===== src/rtl/bram_1rw_req.sv =====
// Requester-side controller for a single-port block RAM: turns a valid/ready request
// stream into memory strobes and buffers the 1-cycle-latency read data in a credit-limited FIFO.
module bram_1rw_req #(
  parameter int unsigned ADDR_WIDTH = 6,
  parameter int unsigned DATA_WIDTH = 256,
  parameter int unsigned RSP_DEPTH  = 4
) (
  input  logic                  clka,
  input  logic                  rsta,
  input  logic                  req_valid,
  output logic                  req_ready,
  input  logic                  req_we,
  input  logic [ADDR_WIDTH-1:0] req_addr,
  input  logic [DATA_WIDTH-1:0] req_wdata,
  output logic                  rsp_valid,
  input  logic                  rsp_ready,
  output logic [DATA_WIDTH-1:0] rsp_rdata,
  output logic                  busy,
  output logic                  mem_ena,
  output logic                  mem_wea,
  output logic [ADDR_WIDTH-1:0] mem_addra,
  output logic [DATA_WIDTH-1:0] mem_dina,
  input  logic [DATA_WIDTH-1:0] mem_douta
);

  localparam int unsigned PW = (RSP_DEPTH > 1) ? $clog2(RSP_DEPTH) : 1;
  localparam int unsigned CW = PW + 1;

  logic [CW-1:0]         count_q, count_d;
  logic [PW-1:0]         wr_ptr_q, wr_ptr_d;
  logic [PW-1:0]         rd_ptr_q, rd_ptr_d;
  logic                  inflight_q, inflight_d;
  logic [DATA_WIDTH-1:0] fifo_q [RSP_DEPTH];

  logic          fire;
  logic          fifo_empty;
  logic          credit_ok;
  logic          push;
  logic          pop;
  logic [CW:0]   used;
  logic [CW:0]   depth_lim;

  assign depth_lim  = RSP_DEPTH[CW:0];
  assign used       = {1'b0, count_q} + {{CW{1'b0}}, inflight_q};
  assign credit_ok  = used < depth_lim;
  assign fifo_empty = (count_q == '0);

  // No combinational path from rsp_ready into req_ready: credit uses registered state only.
  assign req_ready = !rsta && (req_we || credit_ok);
  assign fire      = req_valid && req_ready;

  assign mem_ena   = fire;
  assign mem_wea   = req_we;
  assign mem_addra = req_addr;
  assign mem_dina  = req_wdata;

  assign rsp_valid = !rsta && (inflight_q || !fifo_empty);
  assign busy      = !rsta && (inflight_q || !fifo_empty);
  assign rsp_rdata = fifo_empty ? mem_douta : fifo_q[rd_ptr_q];

  // Bypassed douta that the consumer takes directly never enters the FIFO.
  assign pop  = !rsta && !fifo_empty && rsp_ready;
  assign push = !rsta && inflight_q && !(fifo_empty && rsp_ready);

  always_comb begin
    inflight_d = fire && !req_we;
    wr_ptr_d   = wr_ptr_q;
    rd_ptr_d   = rd_ptr_q;
    count_d    = count_q;
    if (push) wr_ptr_d = wr_ptr_q + 1'b1;
    if (pop)  rd_ptr_d = rd_ptr_q + 1'b1;
    case ({push, pop})
      2'b10:   count_d = count_q + 1'b1;
      2'b01:   count_d = count_q - 1'b1;
      default: count_d = count_q;
    endcase
  end

  always_ff @(posedge clka) begin
    if (rsta) begin
      count_q    <= '0;
      wr_ptr_q   <= '0;
      rd_ptr_q   <= '0;
      inflight_q <= 1'b0;
    end else begin
      count_q    <= count_d;
      wr_ptr_q   <= wr_ptr_d;
      rd_ptr_q   <= rd_ptr_d;
      inflight_q <= inflight_d;
    end
  end

  // Storage needs no reset: entries are only visible through the cleared pointers/count.
  always_ff @(posedge clka) begin
    if (push) fifo_q[wr_ptr_q] <= mem_douta;
  end

endmodule


===== config.mk =====
export PLATFORM = sky130hd
export DESIGN_NAME = bram_1rw_req
export DESIGN_NICKNAME = d
export VERILOG_FILES = /design/src/rtl/bram_1rw_req.sv
export SDC_FILE = /design/constraint.sdc
export NUM_CORES = 1
export LEC_CHECK = 0
export BUFFER_PORTS_ARGS = -buffer_cell sky130_fd_sc_hd__clkbuf_2
export CAP_MARGIN = 20
export CORE_AREA = 2 2 413 415
export DETAILED_ROUTE_END_ITERATION = 8
export DIE_AREA = 0 0 415 417
export GPL_TIMING_DRIVEN = 0
export PLACE_DENSITY = 0.48
export SYNTH_ARGS = -nofsm -noshare
export SYNTH_HDL_FRONTEND = slang
export SYNTH_SLANG_ARGS = --single-unit

===== constraint.sdc =====
create_clock -name clka -period 26.4 [get_ports clka]
set_clock_uncertainty 0.05 [all_clocks]
set_input_delay 7.92 -clock clka [delete_from_list [all_inputs] [get_ports clka]]
set_output_delay 7.92 -clock clka [all_outputs]
set_load 0.1 [all_outputs]

Word-level counts from Yosys, hierarchy flattened
Memories as Yosys holds them, arrays and structs flattened. A register that Yosys moved wholly into a read port is not among the register bits. Cells that the tools add are included.

Bits in registers: 8. Memories: 1. Latch bits: 0. Logic and storage cells: 36. Bits of input ports: 523. Memory bits (writable): 1024. ROM bits: 0. Output and inout bits: 523.

Memories: fifo_q (depth 4, width 256, read ports 1, clocked after memory_dff 1, wr ports 1, RTL line 33) `logic [DATA_WIDTH-1:0] fifo_q [RSP_DEPTH];`.

Add/subtract/negate cells: 5. Equality and inequality tests: 2. Reductions and logical operators: 17. Divide/modulo/power cells: 0. Shifts and indexed selects: 0. Mux-type cells: 6. Bitwise operators: 0. Multiply operators: 0. $lt $le $gt $ge: 1.

Operator list (number): 256-bit 2-to-1 mux (1); 1-bit logical AND (9); 3-bit one-hot mux with 2 select lines (1); 2-bit by 1-bit adder with 2-bit output, second input constant (2); 3-bit by 1-bit adder with 4-bit output (1); 1-bit logical NOT (4); 4-bit by 3-bit less-than comparator with 1-bit output, second input constant (1); 2-bit 2-to-1 mux (2); 3-bit by 1-bit adder with 3-bit output, second input constant (1); 3-bit logical NOT (1); 3-bit by 1-bit subtractor with 3-bit output, second input constant (1); 2-bit by 1-bit == test with 1-bit output, second input constant (1); 2-bit == test, second input constant (1); 1-bit logical OR (2); 1-bit 2-to-1 mux (2); 2-bit nonzero test (1).

Longest topological paths before layout
Gate-level depths: netlist of run 1.

Depth in word-level cells: 6. Depth in mapped cells: 10.

Worst setup path before layout of run 1
No wires, ideal clock.

Kind: input-to-output. Start: input req_we. End: output mem_ena. Path buffers: 0. Arrival: 10.375 ns. Stages: 3. Slack: 8.055 ns. Cell sequence: inv_1 > a21oi_1 > and2_1.

Cells in the longest elaborated chain, start to end: 3.

RTL lines: from (decl) (RTL line 12) `input logic req_we,`; 1-bit logical OR (RTL line 49) `assign req_ready = !rsta && (req_we || credit_ok);`; 1-bit logical AND (RTL line 49); net req_ready (RTL line 11) `output logic req_ready,`; 1-bit logical AND (RTL line 50) `assign fire = req_valid && req_ready;`; to (decl) (RTL line 19) `output logic mem_ena,`.

The timed path passes the listed nets, and every way through them passes these cells.

Worst setup path after layout of run 1
Start: input rsta. End: output rsp_valid.

Cells in the longest elaborated chain, start to end: 2.

RTL lines: from (decl) (RTL line 9) `input logic rsta,`; 1-bit logical NOT (RTL line 57) `assign rsp_valid = !rsta && (inflight_q || !fifo_empty);`; 1-bit logical AND (RTL line 57); to (decl) (RTL line 15) `output logic rsp_valid,`.

Every way passes these cells.

==> results.py, run 1 <==
metrics = {
    "detailed_routing": {
        "wirelength_um": 120000,
        "via_count": 21900,
        "route.detailed.drc": 0,
        "wl_per_cell_um": 23.1,
        "first_pass_iters": 5,
        "antenna_left": 0,
        "via_per_inst": 4.21,
        "drtIter0Drc": 1074,
    },
    "yosys": {
        "seq_area_frac_synth_pct": 72.8,
        "synth-edff-count": 1024,
        "synth_cells": 1943,
        "synth.avg_cell_area_um2": 21.9,
        "synth_fp_nets": 2472,
        "ys_warn_count": 0,
        "ys_ff_latch": 1034,
        "synth.distinct_cells": 27,
        "netlist_area_um2": 42500,
        "ys_dominant_reg_cell": "edfxtp_1",
        "synthArstFlopShare_pct": 0,
    },
    "clock_tree": {
        "root_buffer": "clkbuf_16",
        "cts_buffers": 114,
        "clk_pin_slew_ns": 0.05,
        "cts.sinks": 1034,
        "cts_tree": "yes",
        "clock_latency_ns": 0.74,
        "postCtsSetupBuffers": 0,
        "clk_path_buf_depth": 3,
        "htreeDepth": 3,
        "cts_resized": 0,
        "hold_buffers": 0,
    },
    "layout": {
        "layout_commonest_cell": "edfxtp_1",
        "multi_input_area_um2": 8960,
        "num-fill-cells": 16500,
        "fin_area_um2": 53400,
        "nets": 3394,
        "area_delta_synth_final_pct": 25.7,
        "drive_gt1_share_pct": 61.1,
        "ff_latch_area_um2": 30900,
        "layout_common_cells": "edfxtp_1, clkbuf_2, buf_4",
    },
    "global_routing": {
        "grt_first_pass_wirelength_um": 168000,
        "antenna_found_initial": 34,
        "grt_overflow": 0,
        "grt_max_degree": 52,
        "track_usage_pct": 13.4,
        "grt_pass1_vias": 22300,
    },
    "setup_path": {
        "criticalPathCategory": "input pin to primary output",
        "crit_path_end_kind": "primary output",
        "crit_arrival_ns": 9.20,
        "crit_family": "buffers and inverters",
        "crit_fanout": 10,
        "timing.rr.start": "count_q[0]",
        "cp.required_ns": 18.43,
        "crit_start": "rsta",
        "critical_path.max_stage_delay_ns": 0.44,
        "critPathSlowestCell": "clkbuf_2",
        "path_buf_inv": 4,
        "worstPathCellList": "clkbuf_2 -> clkbuf_1 -> a21oi_1 -> buf_4 -> clkbuf_2",
        "path_common_cell": "clkbuf_2",
        "startpoint_type": "input pin",
    },
    "pwr": {
        "powerDensity_nw_per_um2": 73.4,
        "ir_worst_vdd_v": 0.0000543,
        "p_leak_nw": 18.6,
    },
    "timing": {
        "rsz0062_at_grt": "no",
        "fmax_mhz": 58.2,
        "tns_ns": 0,
        "relSlewSlack_pct": 35.6,
        "worstMarginPinSlew_ns": 0.966,
        "drv_slew": 0,
        "post-route-period-util_pct": 65.1,
        "setup_viol": 0,
        "fin_crit_ns": 17.17,
        "hold_viol": 0,
    },
    "floorplanning": {
        "die_h_um": 417,
        "io_pins": 1046,
        "rows": 151,
        "die_w_um": 415,
        "core-area_um2": 169000,
        "dieArea_um2": 173000,
        "start_util_pct": 25.2,
    },
    "run_status": {
        "outcome": "completed",
    },
    "worst_hold_path": {
        "worstHoldPathType": "flip-flop to flip-flop",
        "min_from": "wr_ptr_q[0]",
    },
    "place": {
        "post_dp_cell_area_um2": 49800,
        "gp_congestion": 0.755,
        "hpwl_um": 84700,
        "portBuffers": 783,
    },
    "run": {
        "drv_cap": 0,
    },
}
-- state kept, by name (all words and copies together) (netlist names), named ones only --
register	flops
wr_ptr_q	2
count_q	3
rd_ptr_q	2
fifo_q	1024
inflight_q	1
-- routing by layer --
layer  track usage [%]  part of all wire, %
met5                 0                0.025
met4              6.68                  3.4
met3              2.78                  4.9
met2              23.7                   53
met1              15.5                   38
-- cell families (layout without fill, tap and decap cells) --
family                     after synthesis  count (layout)  synth area share (%)
AOI/OAI and AO/OA                        9               9                 0.147
xor gates and xnor gates                 4               4                0.0824
adders and majority gates                6               6                 0.194
buffers and inverters                  359            1379                  6.12
DFF                                   1034            1034                  72.8
muxes                                  514             514                  20.4
other                                    0              19                     0
and+or+nand+nor                         17              17                 0.227
-- synthesized netlist by cell type, types with 4 or more instances --
cell	count	area (µm²)
dfxtp_1	10	200
xor2_1	4	35.0
buf_6	28	315
ha_1	5	62.6
mux2_2	257	2890
buf_4	268	2010
a21oi_1	4	20.0
inv_1	8	30.0
buf_2	30	150
nor2_1	8	30.0
mux4_2	256	5770
buf_1	16	60.1
and2_1	5	31.3
edfxtp_1	1024	30700
clkbuf_1	8	30.0
-- path summary, 6_finish.rpt --
| kind | depth (start not counted) | to | slack (ns) |
|---|---|---|---|
| worst max-delay path | 5 | rsp_valid | 9.23 |
| worst min-delay path | 1 | wr_ptr_q[0] | 0.47 |
| worst min register to register | 1 | wr_ptr_q[0] | 0.47 |
| worst max register to register | 7 | fifo_q[0][59] | 22.97 |
-- final cells by class --
class	instances	share of cell area, %
well taps	2218	5.20
clock inverters	78	1.16
clock buffers	136	5.50
inverters	8	0.0562
repair buffers	806	8.47
diodes	19	0.0890
multi-input cells	550	16.8
flip-flops and latches	1034	58.0
plain buffers	351	4.82
-- per-stage QoR --
| stage | utilization [%] | total power [W] | std cells | hold slack (ns) | setup slack [ns] |
|---|---|---|---|---|---|
| after floorplan | - | 0.00232 | 1943 | 0.425 | 8.05 |
| after global placement | 29.2 | 0.00245 | 4944 | 0.451 | 5.09 |
| after detailed placement | 29.6 | 0.00245 | 4967 | 0.460 | 9.23 |
| after CTS | 31.7 | 0.00398 | 5181 | 0.469 | 9.23 |
| after global routing | 31.7 | 0.00405 | 5200 | 0.514 | 9.17 |
| final | 31.7 | 0.00392 | 5200 | 0.467 | 9.23 |
-- worst register-to-register path, stage by stage (launching register included) --
cell and delay, ns:
dfxtp_1 0.30, clkbuf_2 0.19, nor3_4 0.11, a211oi_2 0.55
and2_4 0.80, buf_16 0.35, buf_16 0.34, buf_16 0.32
-- power by group --
group          internal [W]  switching [W]  leakage [nW]
sequential          0.00181     0.00000134          9.29
clock              0.000853       0.000662          1.73
combinational      0.000116       0.000479          7.59
Note: power is estimated with default switching activity, not from simulation.
==> run 2: changes to the inputs <==
--- a/config.mk
+++ b/config.mk
@@ -7,11 +7,11 @@
 export LEC_CHECK = 0
 export BUFFER_PORTS_ARGS = -buffer_cell sky130_fd_sc_hd__clkbuf_2
 export CAP_MARGIN = 20
-export CORE_AREA = 2 2 413 415
+export CORE_AREA = 2 2 403 405
 export DETAILED_ROUTE_END_ITERATION = 8
-export DIE_AREA = 0 0 415 417
+export DIE_AREA = 0 0 405 407
 export GPL_TIMING_DRIVEN = 0
-export PLACE_DENSITY = 0.48
+export PLACE_DENSITY = 0.51
 export SYNTH_ARGS = -nofsm -noshare
 export SYNTH_HDL_FRONTEND = slang
 export SYNTH_SLANG_ARGS = --single-unit
==> constraint.sdc (replaced) <==
create_clock -name clka -period 14.5 [get_ports clka]
set_clock_uncertainty 0.05 [all_clocks]
set_input_delay 4.35 -clock clka [delete_from_list [all_inputs] [get_ports clka]]
set_output_delay 4.35 -clock clka [all_outputs]
set_load 0.1 [all_outputs]
==> run 2 against run 1 <==
Net effect:
- global-route usage up 0.28 points
- wire length down 1.6%
- design area up 0.32%
==> results.py, run 2 (same netlist as run 1, synthesis figures left out) <==
metrics = {
    "layout": {
        "top_register": "fifo_q",
        "fin_area_um2": 53600,
        "nets": 3396,
        "layout_commonest_cell": "edfxtp_1",
        "area_delta_synth_final_pct": 26.1,
        "drive_gt1_share_pct": 61.4,
        "multi_input_area_um2": 8960,
        "num-fill-cells": 15300,
        "layout_common_cells": "edfxtp_1, clkbuf_2, buf_4",
        "largest_reg_flops": 1024,
        "ff_latch_area_um2": 30900,
        "largestRegisters": "fifo_q: 1024 flops, count_q: 3 flops",
    },
    "timing": {
        "tns_ns": 0,
        "rsz0062_at_grt": "no",
        "drv_slew": 0,
        "fin_crit_ns": 10.09,
        "setup_viol": 0,
        "post-route-period-util_pct": 69.6,
        "worstMarginPinSlew_ns": 0.963,
        "relSlewSlack_pct": 35.8,
        "hold_viol": 0,
        "fmax_mhz": 99.1,
    },
    "detailed_routing": {
        "wl_per_cell_um": 23.1,
        "wirelength_um": 118000,
        "antenna_left": 0,
        "via_per_inst": 4.28,
        "drtIter0Drc": 1194,
        "via_count": 21900,
        "route.detailed.drc": 0,
        "first_pass_iters": 5,
    },
    "setup_path": {
        "cp.required_ns": 10.10,
        "crit_fanout": 10,
        "crit_arrival_ns": 5.69,
        "path_common_cell": "clkbuf_2",
        "critical_path.max_stage_delay_ns": 0.44,
        "crit_family": "buffers and inverters",
        "startpoint_type": "input pin",
        "critPathSlowestCell": "clkbuf_2",
        "crit_path_end_kind": "primary output",
        "worstPathCellList": "clkbuf_2 -> clkbuf_1 -> a21oi_1 -> buf_4 -> clkbuf_2",
        "path_buf_inv": 4,
        "criticalPathCategory": "input pin to primary output",
    },
    "clock_tree": {
        "htreeDepth": 3,
        "cts_tree": "yes",
        "postCtsSetupBuffers": 0,
        "clk_pin_slew_ns": 0.06,
        "hold_buffers": 0,
        "cts_resized": 0,
        "cts.sinks": 1034,
        "root_buffer": "clkbuf_16",
        "clk_path_buf_depth": 3,
        "cts_buffers": 115,
        "clock_latency_ns": 0.72,
    },
    "global_routing": {
        "met2_usage_pct": 23.2,
        "grt_first_pass_wirelength_um": 162000,
        "met1_usage_pct": 16.3,
        "track_usage_pct": 13.7,
        "grt_max_degree": 53,
        "antenna_found_initial": 29,
        "grt_pass1_vias": 22300,
        "grt.met3_usage_pct": 4.36,
        "grt_overflow": 0,
        "grt.busiest_layer": "met2",
    },
    "pwr": {
        "ir_worst_vdd_v": 0.000101,
        "p_leak_nw": 18.7,
        "powerDensity_nw_per_um2": 137,
    },
    "floorplanning": {
        "io_pins": 1046,
        "rows": 147,
        "core-area_um2": 160000,
        "die_w_um": 405,
        "dieArea_um2": 165000,
        "start_util_pct": 26.5,
        "die_h_um": 407,
    },
    "place": {
        "gp_congestion": 0.760,
        "portBuffers": 783,
        "post_dp_cell_area_um2": 49800,
        "hpwl_um": 82800,
    },
    "worst_hold_path": {
        "worstHoldPathType": "flip-flop to flip-flop",
    },
    "run": {
        "drv_cap": 0,
    },
    "run_status": {
        "outcome": "completed",
    },
}
[run 2: cell count changes in the layout (fill, tap and decap cells not counted), moves of 2 or more]
cell	previous run	this run
diode_2	19	9
clkinv_1	35	24
clkinv_16	1	3
bufinv_16	6	15
clkinv_8	3	0
clkinv_2	19	16
[run 2: stage by stage]
| stage | hold WS [ns] | power, W | instances | setup slack [ns] | utilization [%] |
|---|---|---|---|---|---|
| 2_1_floorplan | 0.425 | 0.00423 | 1943 | 3.25 | - |
| 3_3_place_gp | 0.444 | 0.00445 | 4886 | -3.39 | 30.7 |
| 3_5_place_dp | 0.467 | 0.00445 | 4910 | 4.41 | 31.1 |
| 4_1_cts | 0.484 | 0.00743 | 5117 | 4.41 | 33.4 |
| 5_1_grt | 0.516 | 0.00755 | 5125 | 4.37 | 33.4 |
| 6_report | 0.483 | 0.00732 | 5126 | 4.41 | 33.4 |
[run 2: per-layer routing]
metal	share of wire (%)	wire length (µm)	vias up
li1	-	-	9560
met1	39	45800	11400
met2	51	60100	752
met3	7.5	8940	180
met5	0.34	405	-
met4	2.7	3150	34
[run 2: worst register-to-register path, cell delays in order (launching register included)]
cell,delay [ns]
dfxtp_1,0.48
nor3_4,0.13
a211oi_2,0.64
and2_4,0.84
buf_16,0.34
buf_16,0.41
buf_16,0.35
[run 2: final timing paths]
check	from	to	slack (ns)	cells after the start
hold / removal	rd_ptr_q[0]	flip-flop	0.48	2
setup reg to reg	count_q[1]	fifo_q[1][175]	10.85	6
setup / recovery	rsta	rsp_valid	4.41	5
hold reg to reg	rd_ptr_q[0]	flip-flop	0.48	2
[run 2: area by class of cell]
type                       count  area share [%]
antenna                        9          0.0420
buffer                       351            4.80
clock buffer                 136            5.52
clock inverter                71            1.58
inverter                       8          0.0560
multi-input combinational    550            16.7
sequential                  1034            57.8
tap                         2160            5.04
timing repair buffer         807            8.48
[run 2: power by group]
part / switching, W / internal (W) / leakage [nW] / total (W)
Clock: 0.00121 / 0.00173 / 1.84 / 0.00294
Combinational: 0.000868 / 0.000211 / 7.60 / 0.00108
Sequential: 0.00000248 / 0.00330 / 9.29 / 0.00330
